===== config.mk =====
export PLATFORM = sky130hd
export DESIGN_NAME = inlet_dose_sequencer
export DESIGN_NICKNAME = d
export VERILOG_FILES = /design/src/rtl/mfda_ctrl_pkg.sv /design/src/rtl/dose_window.sv /design/src/rtl/inlet_dose_sequencer.sv
export SDC_FILE = /design/constraint.sdc
export NUM_CORES = 1
export LEC_CHECK = 0
export ABC_CLOCK_PERIOD_IN_PS = 6600
export CORE_MARGIN = 2
export CORE_UTILIZATION = 40
export CTS_CLUSTER_DIAMETER = 40
export CTS_CLUSTER_SIZE = 14
export DETAILED_ROUTE_END_ITERATION = 8
export GPL_ROUTABILITY_DRIVEN = 0
export SYNTH_ARGS = -nofsm -noshare
export SYNTH_HDL_FRONTEND = slang
export SYNTH_SLANG_ARGS = --single-unit

===== constraint.sdc =====
create_clock -name clk -period 6.6 [get_ports clk]
set_input_delay 0.66 -clock clk [delete_from_list [all_inputs] [get_ports clk]]
set_output_delay 0.66 -clock clk [all_outputs]
set_load 0.01 [all_outputs]

===== src/rtl/mfda_ctrl_pkg.sv =====
// Shared control definitions for the microfluidic dosing blocks.
// Holds the sequencer state encoding and the default field widths and timings.
package mfda_ctrl_pkg;

  localparam int CNT_W_DEF     = 16;
  localparam int FLUSH_CYC_DEF = 64;

  typedef enum logic [2:0] {
    ST_IDLE,
    ST_LOAD,
    ST_RUN,
    ST_FLUSH,
    ST_DONE
  } state_t;

endpackage


===== src/rtl/dose_window.sv =====
// One inlet: latches its offset/duration on accept and registers its valve.
// The valve updates one cycle after the evaluated time; no backpressure.
module dose_window
  import mfda_ctrl_pkg::*;
#(
  parameter int CNT_W = CNT_W_DEF
) (
  input  logic             clk,
  input  logic             rst,
  input  logic             load,
  input  logic [CNT_W-1:0] offset,
  input  logic [CNT_W-1:0] dur,
  input  logic             en,
  input  logic [CNT_W:0]   t,
  output logic [CNT_W:0]   win_end,
  output logic             active,
  output logic             valve
);

  logic [CNT_W-1:0] off_q;
  logic [CNT_W-1:0] dur_q;

  // One extra bit so offset + duration never wraps.
  assign win_end = {1'b0, off_q} + {1'b0, dur_q};
  assign active  = (dur_q != '0);

  always_ff @(posedge clk) begin
    if (rst) begin
      off_q <= '0;
      dur_q <= '0;
      valve <= 1'b0;
    end else begin
      if (load) begin
        off_q <= offset;
        dur_q <= dur;
      end
      valve <= en && ({1'b0, off_q} <= t) && (t < win_end);
    end
  end

endmodule


===== src/rtl/inlet_dose_sequencer.sv =====
// Runs one three-inlet dose program: load, timed valve windows, flush, done pulse.
// Accepts a program only while idle (cfg_ready); abort cuts straight to flush.
module inlet_dose_sequencer
  import mfda_ctrl_pkg::*;
#(
  parameter int CNT_W     = CNT_W_DEF,
  parameter int FLUSH_CYC = FLUSH_CYC_DEF
) (
  input  logic               clk,
  input  logic               rst,
  input  logic               cfg_valid,
  output logic               cfg_ready,
  input  logic [3*CNT_W-1:0] cfg_offset,
  input  logic [3*CNT_W-1:0] cfg_dur,
  input  logic               abort,
  output logic [2:0]         valve_open,
  output logic               flush_open,
  output logic               busy,
  output logic               done
);

  localparam int FC_W = $clog2(FLUSH_CYC + 1);

  state_t              state;
  state_t              state_nxt;
  logic [CNT_W:0]      t;
  logic [CNT_W:0]      t_end;
  logic [CNT_W:0]      end_max;
  logic [FC_W-1:0]     fcnt;
  logic                accept;
  logic                win_en;
  logic [CNT_W:0]      win_t;
  logic [2:0][CNT_W:0] win_end;
  logic [2:0]          active;

  assign cfg_ready  = (state == ST_IDLE);
  assign accept     = cfg_valid && cfg_ready;
  assign busy       = (state == ST_LOAD) || (state == ST_RUN) || (state == ST_FLUSH);
  assign flush_open = (state == ST_FLUSH);
  assign done       = (state == ST_DONE);

  for (genvar i = 0; i < 3; i++) begin : g_win
    dose_window #(
      .CNT_W(CNT_W)
    ) u_win (
      .clk    (clk),
      .rst    (rst),
      .load   (accept),
      .offset (cfg_offset[i*CNT_W +: CNT_W]),
      .dur    (cfg_dur[i*CNT_W +: CNT_W]),
      .en     (win_en),
      .t      (win_t),
      .win_end(win_end[i]),
      .active (active[i]),
      .valve  (valve_open[i])
    );
  end

  always_comb begin
    end_max = win_end[0];
    if (win_end[1] > end_max) end_max = win_end[1];
    if (win_end[2] > end_max) end_max = win_end[2];
  end

  // Windows are fed the time of the coming cycle so valve_open lines up with t.
  always_comb begin
    state_nxt = state;
    win_en    = 1'b0;
    win_t     = t + 1'b1;
    case (state)
      ST_IDLE: begin
        if (accept) state_nxt = ST_LOAD;
      end
      ST_LOAD: begin
        win_t = '0;
        if (abort) begin
          state_nxt = ST_FLUSH;
        end else begin
          state_nxt = ST_RUN;
          win_en    = 1'b1;
        end
      end
      ST_RUN: begin
        if (abort || (t == t_end)) state_nxt = ST_FLUSH;
        else                       win_en    = 1'b1;
      end
      ST_FLUSH: begin
        if (!abort && (fcnt == FC_W'(FLUSH_CYC - 1))) state_nxt = ST_DONE;
      end
      ST_DONE: begin
        state_nxt = ST_IDLE;
      end
      default: begin
        state_nxt = ST_IDLE;
      end
    endcase
  end

  always_ff @(posedge clk) begin
    if (rst) begin
      state <= ST_IDLE;
      t     <= '0;
      t_end <= '0;
      fcnt  <= '0;
    end else begin
      state <= state_nxt;
      // With every duration zero the run is a single pass at t = 0.
      if (state == ST_LOAD) begin
        t     <= '0;
        t_end <= (|active) ? end_max : '0;
      end else if (state == ST_RUN) begin
        t <= t + 1'b1;
      end
      if ((state_nxt == ST_FLUSH) && ((state != ST_FLUSH) || abort)) fcnt <= '0;
      else if (state == ST_FLUSH)                                    fcnt <= fcnt + 1'b1;
    end
  end

endmodule

; Yosys cells after proc, flatten, opt, wreduce, memory -nomap -nowiden
; Cells that the tools add are included.
[word_totals]
regBits = 143
input_bits = 100
output_inout_bits = 7
wordCells = 67
[classes]
add_sub_neg = 5
n_lt_le_gt_ge = 8
eq_ne = 8
muxes = 12
n_reduce_logical = 21
[op_table]
columns = operator, n
row1 = $mux W17, 4
row2 = $add A16 B16 Y17, 3
row3 = $le A16 B17 Y1, 3
row4 = $lt A17 B17 Y1, 3
row5 = $reduce_bool A16 Y1, 3
row6 = $gt A17 B17 Y1, 2
row7 = $add A17 B1 Y17 const B, 1
row8 = $eq A17 B17 Y1, 1
row9 = $pmux W3 S4, 1
row10 = $eq A3 B2 Y1 const B, 3
row11 = $logic_and A1 B1 Y1, 9
row12 = $mux W3, 3
row13 = $add A7 B1 Y7 const B, 1
row14 = $eq A7 B6 Y1 const B, 1
row15 = $logic_or A1 B1 Y1, 4
row16 = $reduce_or A2 Y1, 2
row17 = $eq A3 B1 Y1 const B, 1
row18 = $eq A3 B3 Y1 const B, 1
row19 = $logic_not A3 Y1, 1
row20 = $mux W1, 3
row21 = $ne A3 B2 Y1 const B, 1
row22 = $reduce_or A3 Y1, 1
row23 = $pmux W1 S2, 1
row24 = $logic_not A1 Y1, 1

; Depth between registers and ports, before layout
[depth]
depth_word = 7
mapped_depth = 30
mapped_depth_nobuf = 28

; Modules after synthesis
; Synthesis repeated with hierarchy kept, for this count alone.
[hier_totals]
hier_cells = 1417
hier_area_um2 = 11820.1
[modules_own_cells]
columns = mod, instances, cells_each, area_per_inst_um2, seq_area_each_um2
row1 = dose_window at g_win[0].u_win ..., 2, 313, 2768.9, 660.6
row2 = inlet_dose_sequencer, 1, 465, 3527.1, 880.8
row3 = dose_window at g_win[1].u_win, 1, 326, 2755.1, 660.6

; Least setup slack after synthesis
; Ideal clock, no wire load.
[synth_path]
path_type = reg-to-reg
startpoint = reg g_win[1].u_win.dur_q[0]
endpoint = reg t_end[10]
setup_time_ns = 0.143
arrival_time_ns = 5.837
required_ns = 6.457
setup_slack_ns = 0.621
stages_incl_launch_ff = 29
path_buffers = 3
period_less_slack_ns = 5.979
path_cell_list = dfxtp_1 > ha_1 > fa_1 > a21o_1 > a221oi_2 > o21bai_1 > a21bo_2 > a21oi_1 > o21bai_1 > nand3_1 > nand2_1 > ha_1 > nand4_1 > or4_1 > o31a_4 > buf_12 > mux2_4 > ha_1 > nand4_1 > nor2_1 > o21a_1 > o41ai_1 > nand3_1 > a31oi_1 > a31oi_1 > nand2b_1 > buf_1 > clkbuf_1 > o221ai_1
[synth_via]
elab_chain_len = 6
word_cells_on_any_way = 8
cone_classes = add/sub: 1 / order compare: 2 / mux: 3 / reduce/logical: 2
[synth_rtl]
columns = item, line
row1 = start: declaration, dose_window.sv:21  ; logic [CNT_W-1:0] dur_q;
row2 = start signal: assignment, dose_window.sv:35  ; dur_q <= dur;
row3 = $add A16 B16 Y17, dose_window.sv:24  ; assign win_end = {1'b0, off_q} + {1'b0, dur_q};
row4 = $gt A17 B17 Y1, inlet_dose_sequencer.sv:61  ; if (win_end[1] > end_max) end_max = win_end[1];
row5 = $mux W17, inlet_dose_sequencer.sv:61
row6 = $gt A17 B17 Y1, inlet_dose_sequencer.sv:62  ; if (win_end[2] > end_max) end_max = win_end[2];
row7 = $mux W17, inlet_dose_sequencer.sv:62
row8 = $mux W17 (*), inlet_dose_sequencer.sv:110  ; t_end <= (|active) ? end_max : '0;
row9 = end signal: assignment, inlet_dose_sequencer.sv:110
row10 = end: declaration, inlet_dose_sequencer.sv:27  ; logic [CNT_W:0] t_end;
; Every way passes the cells marked *; elsewhere a longest branch is shown, timed or not.
; A chain may end at the register's enable or synchronous reset.

; Worst setup path after layout
[layout_path]
startpoint = reg g_win[1].u_win.dur_q[0]
endpoint = reg t_end[9]
; The elaborated chain is that of the path after synthesis.

==> qor.yml <==
post-synth-top-count-cell: "sky130_fd_sc_hd__nand2_1"
grt_util_all_layers_pct: 23.1
worst_hold_endpoint: "g_win[0].u_win.dur_q[0]"
critical_path.max_stage_delay_ps: 580
synth_async_sr_flop_share_pct: 0
portBuffers: 106
required_ps: 6940
wl_per_cell_microns: 18.0
synth_largest_type_area_fraction_pct: 26.4
post-place-ws_ps: 306
mappedNetlistNets: 1636
cpMaxStageDelayCell: "sky130_fd_sc_hd__or4_1"
synth_flop_type: "sky130_fd_sc_hd__dfxtp_1"
timing.final.crit_period_ps: 6200
max-slew-margin-rel_pct: 30.6
crit_family: "compound AO/OA/AOI/OAI gates"
setup_ws_ps: 402
cts_inserted_buffers: 17
timing.fmax_mhz: 161
final_max_slew_viol_count: 0
path_class: "reg -> reg"
die_width_microns: 169
ant_nets: 0
cp_common_cell: "sky130_fd_sc_hd__ha_1"
clkTransAtPathRegs_ps: 70
clock_tree.root_cell: "sky130_fd_sc_hd__clkbuf_16"
rr_endpoint: "t_end[9]"
die-height_microns: 169
final.period_utilization_pct: 93.9
dpl.hpwl_microns: 25400
cts_tree: "yes"
start_kind: "flip-flop"
clock_tree.htree_level_count: 4
synthesis.area_sq_um: 10900
synthToLayoutAreaGrowth_pct: 17.8
leakage_nw: 5.51
setup.worst_path.end_class: "flip-flop"
critical_path_arrival_ps: 6540
ratio_of_cells_with_drive_above_1_in_the_final_layout_pct: 6.01
final-hold-violation-count: 0
insertion_delay_ps: 440
grt_pass1_wl_microns: 51400
synthesis.instances: 1355
post_synth_main_area_contributors: "sky130_fd_sc_hd__dfxtp_1 (26%), sky130_fd_sc_hd__ha_1 (21%), sky130_fd_sc_hd__nand2_1 (8.9%)"
core_area_sq_um: 26800
floorplan.initialDensity_pct: 40.5
detail_route.wirelength_microns: 32200
r2r_setup_slack_ps: 400
run_status: "finished, final reports clean"
critical_path.n_buffers_inverters: 1
crit_fanout: 14
setup_viol: 0
synth_enable_flop_cells: 0
pwr_density_cell_nw_per_um2: 254
final_net_count: 1716
placement_rows: 60
grt-ovfl-total: 0
clock-skew-final_ps: 15.1
vdd.ir_drop.worst_mv: 0.180
seq_total_area_yosys_pct: 26.4
viasPerCell: 5.44
design.portCount: 107
clock_tree.buffer_depth: 2
vias: 9740
drc_errors: 0
hold_path.class: "reg -> reg"
synth.largest_area_cell: "sky130_fd_sc_hd__dfxtp_1"
post_synth_most_frequent_cells: "sky130_fd_sc_hd__nand2_1 (257), sky130_fd_sc_hd__ha_1 (178), sky130_fd_sc_hd__a21oi_1 (170)"
synth-warning-count: 0
grt_pass1_vias: 9619
final_cell_area_sq_um: 12800
reg2regPathDepth: 26
worst-slew-pin-transition_ps: 1040
placed_cell_area_sq_um: 12200
inserted_diodes: 0
drv_cap: 0
hold_depth: 2
worstHoldStart: "g_win[0].u_win.dur_q[0]"
antenna_found_initial: 0
synth.distinct_cells: 66
drc_marker_count_from_the_first_detailed_route_iteration: 637
worstReg2RegStart: "g_win[1].u_win.dur_q[0]"
cts.sinks: 143
post_synthesis_average_cell_area_sq_um: 8.02
cts-hold-fix-buffers: 0
die_area_sq_um: 28500
grt_max_degree: 97
first_pass_iters: 5
synth.ff_latch_count: 143
[cells in the final DEF, fill, tap and decap left out, types with 8 or more instances in the layout]
| cell | n |
|---|---|
| sky130_fd_sc_hd__a211oi_1 | 9 |
| sky130_fd_sc_hd__a21o_1 | 30 |
| sky130_fd_sc_hd__a21oi_1 | 170 |
| sky130_fd_sc_hd__and3_1 | 9 |
| sky130_fd_sc_hd__buf_4 | 11 |
| sky130_fd_sc_hd__clkbuf_16 | 17 |
| sky130_fd_sc_hd__clkdlybuf4s50_1 | 105 |
| sky130_fd_sc_hd__dfxtp_1 | 143 |
| sky130_fd_sc_hd__ha_1 | 178 |
| sky130_fd_sc_hd__inv_1 | 66 |
| sky130_fd_sc_hd__nand2_1 | 255 |
| sky130_fd_sc_hd__nand2b_1 | 15 |
| sky130_fd_sc_hd__nand3_1 | 22 |
| sky130_fd_sc_hd__nand4_1 | 27 |
| sky130_fd_sc_hd__nor2_1 | 57 |
| sky130_fd_sc_hd__nor2b_1 | 20 |
| sky130_fd_sc_hd__nor3_1 | 12 |
| sky130_fd_sc_hd__nor4_1 | 20 |
| sky130_fd_sc_hd__o21a_1 | 15 |
| sky130_fd_sc_hd__o21ai_0 | 39 |
| sky130_fd_sc_hd__o21bai_1 | 8 |
| sky130_fd_sc_hd__o221ai_1 | 13 |
| sky130_fd_sc_hd__or2_2 | 13 |
| sky130_fd_sc_hd__xnor2_1 | 50 |
| sky130_fd_sc_hd__xor2_1 | 42 |
[cell families after synthesis]
group	after synthesis	synth area share, %
AO/OA/AOI/OAI	329	18.7
XOR/XNOR	95	7.90
adder cells (fa/ha/maj)	181	21.1
buffers and inverters	121	4.44
flip-flops	143	26.4
multiplexers	18	2.00
AND/OR/NAND/NOR	468	19.5
[per-stage QoR]
step / hold slack (ps) / utilization, % / power, mW / setup TNS [ps] / cells
detailed placement: 471 / 45.5 / 2.25 / 0 / 1756
finish: 479 / 47.7 / 3.25 / 0 / 1789
global placement: 466 / 45.5 / 2.23 / 0 / 1756
CTS: 480 / 47.6 / 3.22 / 0 / 1788
global route: 486 / 47.7 / 3.45 / -21.8 / 1789
floorplan: 453 / - / 1.89 / 0 / 1355
[area by class of cell]
type,count,area (sq um)
Clock inverter,14,144
Sequential cell,143,2860
Multi-Input combinational cell,1091,7550
Timing Repair Buffer,116,1130
Inverter,66,248
Clock buffer,18,429
Tap cell,341,427
Fill cell,2645,14000
[registers in the layout, summed over array words and instances (netlist names)]
register and flops:
fcnt 7, state 3, g_win.u_win.valve 3, t 17, g_win.u_win.dur_q 48, g_win.u_win.off_q 48, t_end 17
[layer usage]
metal | GRT usage [%] | vias up | share of wire [%]
met5 | 0 | - | 0
met4 | 5.10 | 0 | 1.3
met3 | 2.99 | 26 | 4.8
met2 | 37.9 | 229 | 46
met1 | 32.3 | 4559 | 48
li1 | - | 4926 | -
[worst reg2reg max path: stages (launching register included)]
cell	delay, ps
sky130_fd_sc_hd__dfxtp_1	320
sky130_fd_sc_hd__ha_1	220
sky130_fd_sc_hd__fa_1	410
sky130_fd_sc_hd__a21o_1	220
sky130_fd_sc_hd__a221oi_2	350
sky130_fd_sc_hd__o21bai_1	110
sky130_fd_sc_hd__a21bo_2	270
sky130_fd_sc_hd__a21oi_1	160
sky130_fd_sc_hd__o21bai_1	110
sky130_fd_sc_hd__nand3_1	100
sky130_fd_sc_hd__nand2_1	90
sky130_fd_sc_hd__ha_1	310
sky130_fd_sc_hd__nand4_1	190
sky130_fd_sc_hd__or4_1	580
sky130_fd_sc_hd__o31a_4	490
sky130_fd_sc_hd__mux2_4	360
sky130_fd_sc_hd__ha_1	300
sky130_fd_sc_hd__nand4_1	130
sky130_fd_sc_hd__nor2_2	200
sky130_fd_sc_hd__o21a_1	160
sky130_fd_sc_hd__o41ai_1	80
sky130_fd_sc_hd__nand3_1	90
sky130_fd_sc_hd__a31oi_1	60
sky130_fd_sc_hd__a31oi_2	260
sky130_fd_sc_hd__nand2_2	170
sky130_fd_sc_hd__buf_4	230
sky130_fd_sc_hd__o221ai_1	170
[power by group]
part,switching [mW],internal [mW]
Clock,0.446,0.532
Sequential,0.0787,0.936
Combinational,0.715,0.543
[how the worst max path moves through the flow]
| stage | startpoint | to | slack, ps | cells past startpoint |
|---|---|---|---|---|
| 2_1_floorplan | g_win[1].u_win.dur_q[0] | t_end[10] | 620 | 28 |
| 3_3_place_gp | g_win[0].u_win.dur_q[1] | t_end[0] | 450 | 27 |
| 3_5_place_dp | g_win[0].u_win.dur_q[1] | t_end[13] | 310 | 26 |
| 4_1_cts | g_win[0].u_win.dur_q[1] | t_end[0] | 290 | 27 |
| 5_1_grt | g_win[1].u_win.dur_q[0] | t_end[9] | -10 | 26 |
| 6_report | g_win[1].u_win.dur_q[0] | t_end[9] | 400 | 26 |
[repair_timing]
item | CTS | global route
setup buffers | 0 | 1
hold endpoints to repair | 0 | 0
gates resized for setup | 0 | 5
endpoints found under the setup margin | 0 | 15
(Power assumes the default switching activity.)
